File: config.mk
export PLATFORM = sky130hd
export DESIGN_NAME = alu_cmd_seq
export DESIGN_NICKNAME = d
export VERILOG_FILES = /design/src/rtl/alu_cmd_seq.sv
export SDC_FILE = /design/constraint.sdc
export NUM_CORES = 1
export LEC_CHECK = 0
export CAP_MARGIN = 25
export CORE_ASPECT_RATIO = 0.7
export CORE_MARGIN = 5
export CORE_UTILIZATION = 30
export CTS_CLUSTER_SIZE = 28
export DETAILED_ROUTE_END_ITERATION = 12
export SLEW_MARGIN = 10
export SYNTH_ARGS = -nofsm -noshare
export SYNTH_HDL_FRONTEND = slang
export SYNTH_SLANG_ARGS = --single-unit
File: constraint.sdc
create_clock -name clk -period 4.1 [get_ports clk]
set_clock_uncertainty 0.1 [all_clocks]
set_input_delay 0.41 -clock clk [delete_from_list [all_inputs] [get_ports clk]]
set_output_delay 0.41 -clock clk [all_outputs]
set_load 0.01 [all_outputs]
File: src/rtl/alu_cmd_seq.sv
// Valid/ready command sequencer for the 8-bit combinational ALU: registers operands,
// waits SETTLE_CYCLES, captures Z/Cout into a response register and optional accumulator.
module alu_cmd_seq #(
    parameter int unsigned SETTLE_CYCLES = 1,
    parameter logic [7:0]  ACC_RESET     = 8'h00
) (
    input  logic       clk,
    input  logic       rst_n,
    input  logic       cmd_valid,
    output logic       cmd_ready,
    input  logic [4:0] cmd_op,
    input  logic [7:0] cmd_a,
    input  logic [7:0] cmd_b,
    input  logic       cmd_use_acc,
    input  logic       cmd_wb,
    output logic       rsp_valid,
    input  logic       rsp_ready,
    output logic [7:0] rsp_z,
    output logic       rsp_cout,
    output logic       rsp_err,
    output logic [7:0] alu_a,
    output logic [7:0] alu_b,
    output logic [4:0] alu_sel,
    input  logic [7:0] alu_z,
    input  logic       alu_cout,
    output logic [7:0] acc
);

    typedef enum logic [1:0] {StIdle, StSettle, StResp} state_e;

    localparam logic [4:0] OpA     = 5'h00;
    localparam logic [4:0] OpB     = 5'h01;
    localparam logic [4:0] OpMax   = 5'h08;
    localparam logic [3:0] CntInit = 4'(SETTLE_CYCLES - 1);

    state_e     state_q, state_d;
    logic [3:0] cnt_q, cnt_d;
    logic [7:0] alu_a_q, alu_a_d;
    logic [7:0] alu_b_q, alu_b_d;
    logic [4:0] alu_sel_q, alu_sel_d;
    logic       wb_q, wb_d;
    logic       err_q, err_d;
    logic       rsp_valid_q, rsp_valid_d;
    logic [7:0] rsp_z_q, rsp_z_d;
    logic       rsp_cout_q, rsp_cout_d;
    logic       rsp_err_q, rsp_err_d;
    logic [7:0] acc_q, acc_d;
    logic       cmd_illegal;
    logic       cout_masked;

    assign cmd_illegal = (cmd_op > OpMax);
    // Illegal ops were mapped to sel 00 at accept, so the sel test also covers them.
    assign cout_masked = err_q || (alu_sel_q == OpA) || (alu_sel_q == OpB);

    always_comb begin
        state_d     = state_q;
        cnt_d       = cnt_q;
        alu_a_d     = alu_a_q;
        alu_b_d     = alu_b_q;
        alu_sel_d   = alu_sel_q;
        wb_d        = wb_q;
        err_d       = err_q;
        rsp_valid_d = rsp_valid_q;
        rsp_z_d     = rsp_z_q;
        rsp_cout_d  = rsp_cout_q;
        rsp_err_d   = rsp_err_q;
        acc_d       = acc_q;
        unique case (state_q)
            StIdle: begin
                if (cmd_valid) begin
                    alu_a_d   = cmd_use_acc ? acc_q : cmd_a;
                    alu_b_d   = cmd_b;
                    alu_sel_d = cmd_illegal ? 5'h00 : cmd_op;
                    wb_d      = cmd_wb;
                    err_d     = cmd_illegal;
                    cnt_d     = CntInit;
                    state_d   = StSettle;
                end
            end
            StSettle: begin
                if (cnt_q != 4'd0) begin
                    cnt_d = cnt_q - 4'd1;
                end else begin
                    rsp_z_d     = err_q ? 8'h00 : alu_z;
                    rsp_cout_d  = cout_masked ? 1'b0 : alu_cout;
                    rsp_err_d   = err_q;
                    rsp_valid_d = 1'b1;
                    if (wb_q && !err_q) acc_d = alu_z;
                    state_d = StResp;
                end
            end
            StResp: begin
                if (rsp_ready) begin
                    rsp_valid_d = 1'b0;
                    state_d     = StIdle;
                end
            end
            default: state_d = StIdle;
        endcase
    end

    always_ff @(posedge clk or negedge rst_n) begin
        if (!rst_n) begin
            state_q     <= StIdle;
            cnt_q       <= 4'd0;
            alu_a_q     <= 8'h00;
            alu_b_q     <= 8'h00;
            alu_sel_q   <= 5'h00;
            wb_q        <= 1'b0;
            err_q       <= 1'b0;
            rsp_valid_q <= 1'b0;
            rsp_z_q     <= 8'h00;
            rsp_cout_q  <= 1'b0;
            rsp_err_q   <= 1'b0;
            acc_q       <= ACC_RESET;
        end else begin
            state_q     <= state_d;
            cnt_q       <= cnt_d;
            alu_a_q     <= alu_a_d;
            alu_b_q     <= alu_b_d;
            alu_sel_q   <= alu_sel_d;
            wb_q        <= wb_d;
            err_q       <= err_d;
            rsp_valid_q <= rsp_valid_d;
            rsp_z_q     <= rsp_z_d;
            rsp_cout_q  <= rsp_cout_d;
            rsp_err_q   <= rsp_err_d;
            acc_q       <= acc_d;
        end
    end

    // Held low during reset even though the state register already reads IDLE.
    assign cmd_ready = rst_n && (state_q == StIdle);
    assign rsp_valid = rsp_valid_q;
    assign rsp_z     = rsp_z_q;
    assign rsp_cout  = rsp_cout_q;
    assign rsp_err   = rsp_err_q;
    assign alu_a     = alu_a_q;
    assign alu_b     = alu_b_q;
    assign alu_sel   = alu_sel_q;
    assign acc       = acc_q;

endmodule

==> impl_results.md <==
* Clock root buffer master: clkbuf_8
* Postcts setup bufs at 0
* Max clock buf depth at 2
* Post-synthesis sequential area ratio at 0.561
* Top-count cell post-synth: dfrtp_1
* DP Area at ~3000 um^2
* Htree depth at 2
* Crit-path max FO at 15
* Sw power at roughly 0.00073 W
* Top-Level Pins at 77
* CTS tree: done
* Net Sw Frac at 0.333
* # resized after CTS at 0
* Grt ovf at 0
* Share of layout cells above drive strength 1 at 0.183
* Vias in the first global route at between 1,500 and 2,000
* Hold_buf cts at 0
* Worst slack, placed at roughly 1.7 ns
* Post-Layout Cell Count at 340
* Top cells by area, synth: dfrtp_1, mux2_2, mux2_4, mux2i_1, nor2b_1
* # clock sinks at 48
* Routed wire per std cell at about 15 um
* Reg power frac at 0.395
* Largest net degree at the start of global routing at 49
* Hold slack final at approximately 0.16 ns
* Syn Inst Count at around 170
* Worst Setup Start Kind: flop
* Die width at ~110 um
* GR Util All Layers at 0.123
* Final Cycle Share at 0.554
* Outcome: completed
* Syn_nets at a little over 200
* Required time worst endpoint at roughly 3.6 ns
* Starting density of the core at 0.313
* Worst rel slew slack at 0.377
* Async S/R FF share, synth at 1.00
* Endpoint class of the critical path: primary output
* F_max at between 400 and 500 MHz
* Combinational share of power at 0.450
* Area Overhead vs Synth at 44.6%
* Syn avg cell area at 12.8 um^2
* TritonCTS Buffers at 5
* Inst Count DP at around 330
* Post-synth top area share at 0.561
* Worst-margin pin slew at 0.934 ns
* DRT iter0 DRCs at 58
* #FFs+latches synth at 48
* Drt pass-1 iters at 4
* Max-Cap Viols at 0
* Minimum clock period at between 2 and 2.5 ns
* Routed Antenna Nets at 0
* Global-route wire length before repair at approximately 8600 um
* Netlist Area Pre-Place at 2140 um^2
* N_diodes at 0
* Final Hold Fails at 0
* Hold Path Class: input port to asynchronous set/reset pin
* Vias at approximately 1,500
* Fillers at roughly 650
* Most frequent cells after synthesis: dfrtp_1, mux2_2, a21oi_1, nor2_1, nor2b_1
* Final worst slack at between 1.5 and 2 ns
* WL final at around 5200 um
* TNS Setup at 0 ns
* FP Rows at 25
* RSZ-0062 raised after global routing: false
* Antenna violations before repair at 0
* DIE AREA at 8960 um^2
* P_leak at approximately 1.3 nW
* Top_reg_cell synth: dfrtp_1
* Peak supply drop at ~0.00026 V
* CP Class: flop to primary output
* Nets at 283
* Clock Latency Late Sink at slightly below 0.3 ns
* Core ar. at 6850 um^2
* DRC Markers at 0
* Warnings from Yosys at 0
* Count of input and output buffers at 76
* Synth unique cells at 28
* Post-synth top area cell: dfrtp_1
* Power per standard cell area at 709 nW/um^2
* EDFF count, synth at 0
* CTS clock-pin slew for the worst setup and hold paths at ~0.090 ns
* Final instance area at 3100 um^2
* DPL Wire Length at between 3000 and 4000 um
* Drt via density at roughly 4.5
* Die height at ~81 um
* Placer congestion estimate at 0.739
* CP Data Arrival Time at approximately 1.8 ns
* P_int at about 0.0015 W
* Finish-stage setup viols at 0
* Slew Limit Fails at 0
* Power share of the clock group at 0.155
==> final timing paths <==
kind | startpoint | to | slack, ns | cells past startpoint
setup reg to reg | cnt_q[0] | rsp_z[1] | 1.86 | 5
min in group clk | alu_b[3] | alu_b[3] | 0.41 | 1
setup / recovery | state_q[0] | cmd_ready | 1.83 | 2
hold / removal | rst_n | alu_b[3] | 0.16 | 2
max in group asynchronous | rst_n | rsp_z[4] | 3.31 | 2
hold reg to reg | alu_b[3] | alu_b[3] | 0.41 | 1
==> state kept, by name, indices dropped and copies added (netlist names), 2 cells and up <==
name     cells
cnt_q        4
state_q      2
alu_b        8
alu_sel      5
acc          8
alu_a        8
rsp_z        8
==> power by group through the flow <==
stage	clock, W	sequential (W)	combinational (W)
finish	0.000339	0.000867	0.000988
global route	0.000372	0.000903	0.00109
CTS	0.000348	0.000872	0.00101
detailed placement	0	0.000878	0.00101
global placement	0	0.000880	0.000991
floorplan	0	0.000900	0.000475
==> cells in the final DEF (no fill, tap or decap), types with 2 or more instances in the layout <==
cell	instances
clkdlybuf4s50_1	75
dfrtp_1	48
mux2_2	20
a21oi_1	13
nor2_1	11
nor2b_1	11
mux2_4	9
mux2i_1	8
nand3_1	7
inv_1	6
clkbuf_8	5
o21ai_0	4
nand2_1	4
nor3b_1	3
nor3b_4	2
nor3_1	2
or4b_2	2
ha_1	2
buf_4	2
==> stage by stage <==
stage | power, W | util
after floorplan | 0.00137 | -
after global placement | 0.00187 | 0.436
after detailed placement | 0.00188 | 0.436
after CTS | 0.00223 | 0.452
after global routing | 0.00236 | 0.452
final | 0.00219 | 0.452
==> per-layer routing <==
layer  part of all wire  GRT usage  wire length, um  vias to the layer above
li1                   -          -                -                      743
met1               0.52      0.176             2720                      728
met2               0.42      0.179             2180                       55
met3              0.056     0.0384              293                        2
met4             0.0040     0.0332               21                        0
met5                  0          0                0                        -
==> final cells by class <==
cell class                      instances  area, um^2  share of cell area
Timing Repair Buffer                   78         771               0.249
Multi-Input combinational cell        106         877               0.283
Inverter                                6        22.5             0.00727
Tap cell                               94         118              0.0380
Clock buffer                            6        72.6              0.0234
Sequential cell                        48        1200               0.388
Clock inverter                          2        35.0              0.0113
==> cells by family after synthesis <==
family	Yosys count	share of synthesized area
flops	48	0.561
simple gates	46	0.137
mux	37	0.206
compound gates	21	0.0549
buf+inv	14	0.0298
fa+ha+maj	2	0.0117
==> critical path: stages, from the launching register on <==
cell and delay (ns):
dfrtp_1 0.57, nor3b_1 0.31, clkdlybuf4s50_1 0.58
No activity file was read; power rests on OpenSTA's default activity.
==> RTL change (config.mk and constraints unchanged) <==
The 3 states of `state_e` get a one-hot encoding in 3 bits.
--- a/src/rtl/alu_cmd_seq.sv
+++ b/src/rtl/alu_cmd_seq.sv
@@ -28,3 +28,3 @@
 
-    typedef enum logic [1:0] {StIdle, StSettle, StResp} state_e;
+    typedef enum logic [2:0] {StIdle = 3'b001, StSettle = 3'b010, StResp = 3'b100} state_e;
 
Function: same outputs for any inputs over 10 cycles, from zero or initial values and one cycle with rst_n low; not proved beyond that.
==> RTL change against the original RTL <==
Cell area down 0.81%. Fmax grew 3.0%. Routed wire length up 4.5%. Setup slack better by 0.066 ns. Total power shrank 4.4%. Synthesized area decreased by 0.12%. Sequential cell count rose by 1. Synthesized cell count up 15%. Via count increased by 7.7%. Critical path type unchanged. Largest cell class unchanged. Largest power group unchanged.
==> RTL change: results <==
{
  "critical_path_source": "state_q[0]",
  "multiInputGateArea_um2": 847.1,
  "syn_inst": 193,
  "outcome": "finished clean",
  "final_core_occ_pct": 44.84,
  "post_route_cells_drive_above_1_share_pct": 13.75,
  "worst-path-max-fanout": 9,
  "p_clk_share_pct": 13.3,
  "switching_share_pct": 35.58,
  "r2r-start": "err_q",
  "timing.slew.headroom_pct": 58.56,
  "number_of_nets_produced_by_synthesis": 230,
  "ff2ff_setup_slack_ns": 2.06,
  "first_iter_violations": 51,
  "inverters": 4,
  "grt_usage_pct": 12.68,
  "grt_first_pass_wirelength_mm": 9.039,
  "area_share_nonclk_buffers_pct": 25.34,
  "placed_area_um2": 2985,
  "layout.comb_gates.multi_input": 129,
  "synth-seq-cells": 49,
  "placement.setup.worst_slack_ns": 1.894,
  "ir_worst_vdd_mv": 0.2368,
  "power_per_cell_area_nw_per_um2": 683.1,
  "wl_per_cell_um": 15.02,
  "reg2reg_depth": 3,
  "timing.critical_path.arrival_ns": 1.70,
  "fillCellCount": 672,
  "globalplace.congestion": 0.6884,
  "netlist-cell-type-count": 35,
  "postRouteWirelength_mm": 5.454,
  "static-leakage-power_uw": 0.001347,
  "synth.yosys.seq_area_share_pct": 57.37,
  "seqAreaFraction_pct": 39.96,
  "final_nets": 305,
  "synthTopCellsByCount": "sky130_fd_sc_hd__dfrtp_1 (48), sky130_fd_sc_hd__nand2_1 (45), sky130_fd_sc_hd__mux2_2 (19), sky130_fd_sc_hd__o21ai_0 (11)",
  "rr_endpoint": "acc[2]",
  "pg_seq_uw": 870,
  "nNonClkBuffers": 79,
  "grt_max_degree": 50,
  "final.hold.worst_slack_ns": 0.1181,
  "synth_top_cells_by_area": "sky130_fd_sc_hd__dfrtp_1 (56%), sky130_fd_sc_hd__mux2_2 (10%), sky130_fd_sc_hd__nand2_1 (7.9%)"
}
## RTL change: worst max-delay path, delay by kind of cell (launching register included)
kind                   cells  cell delay [ns]
buffers and inverters      1             0.56
DFF                        1             0.63
and+or+nand+nor            2             0.22
## RTL change: cell families (layout without fill, tap and decap cells)
kind of cell | after synthesis | after routing | share of synthesized area [%]
AND/OR/NAND/NOR | 81 | 81 | 19.06
flip-flops | 49 | 49 | 57.37
buffers and inverters | 15 | 91 | 3.333
AO/OA/AOI/OAI | 18 | 18 | 4.971
multiplexers | 29 | 29 | 14.68
adder cells (fa/ha/maj) | 1 | 1 | 0.5847
## RTL change: routing by layer
metal  track usage [%]  vias up  share of wire, %
met5                 0        -                 0
met4             1.845        0                 0
met3             4.518        0               5.8
met2             18.89       40                44
met1             18.03      801                50
li1                  -      805                 -
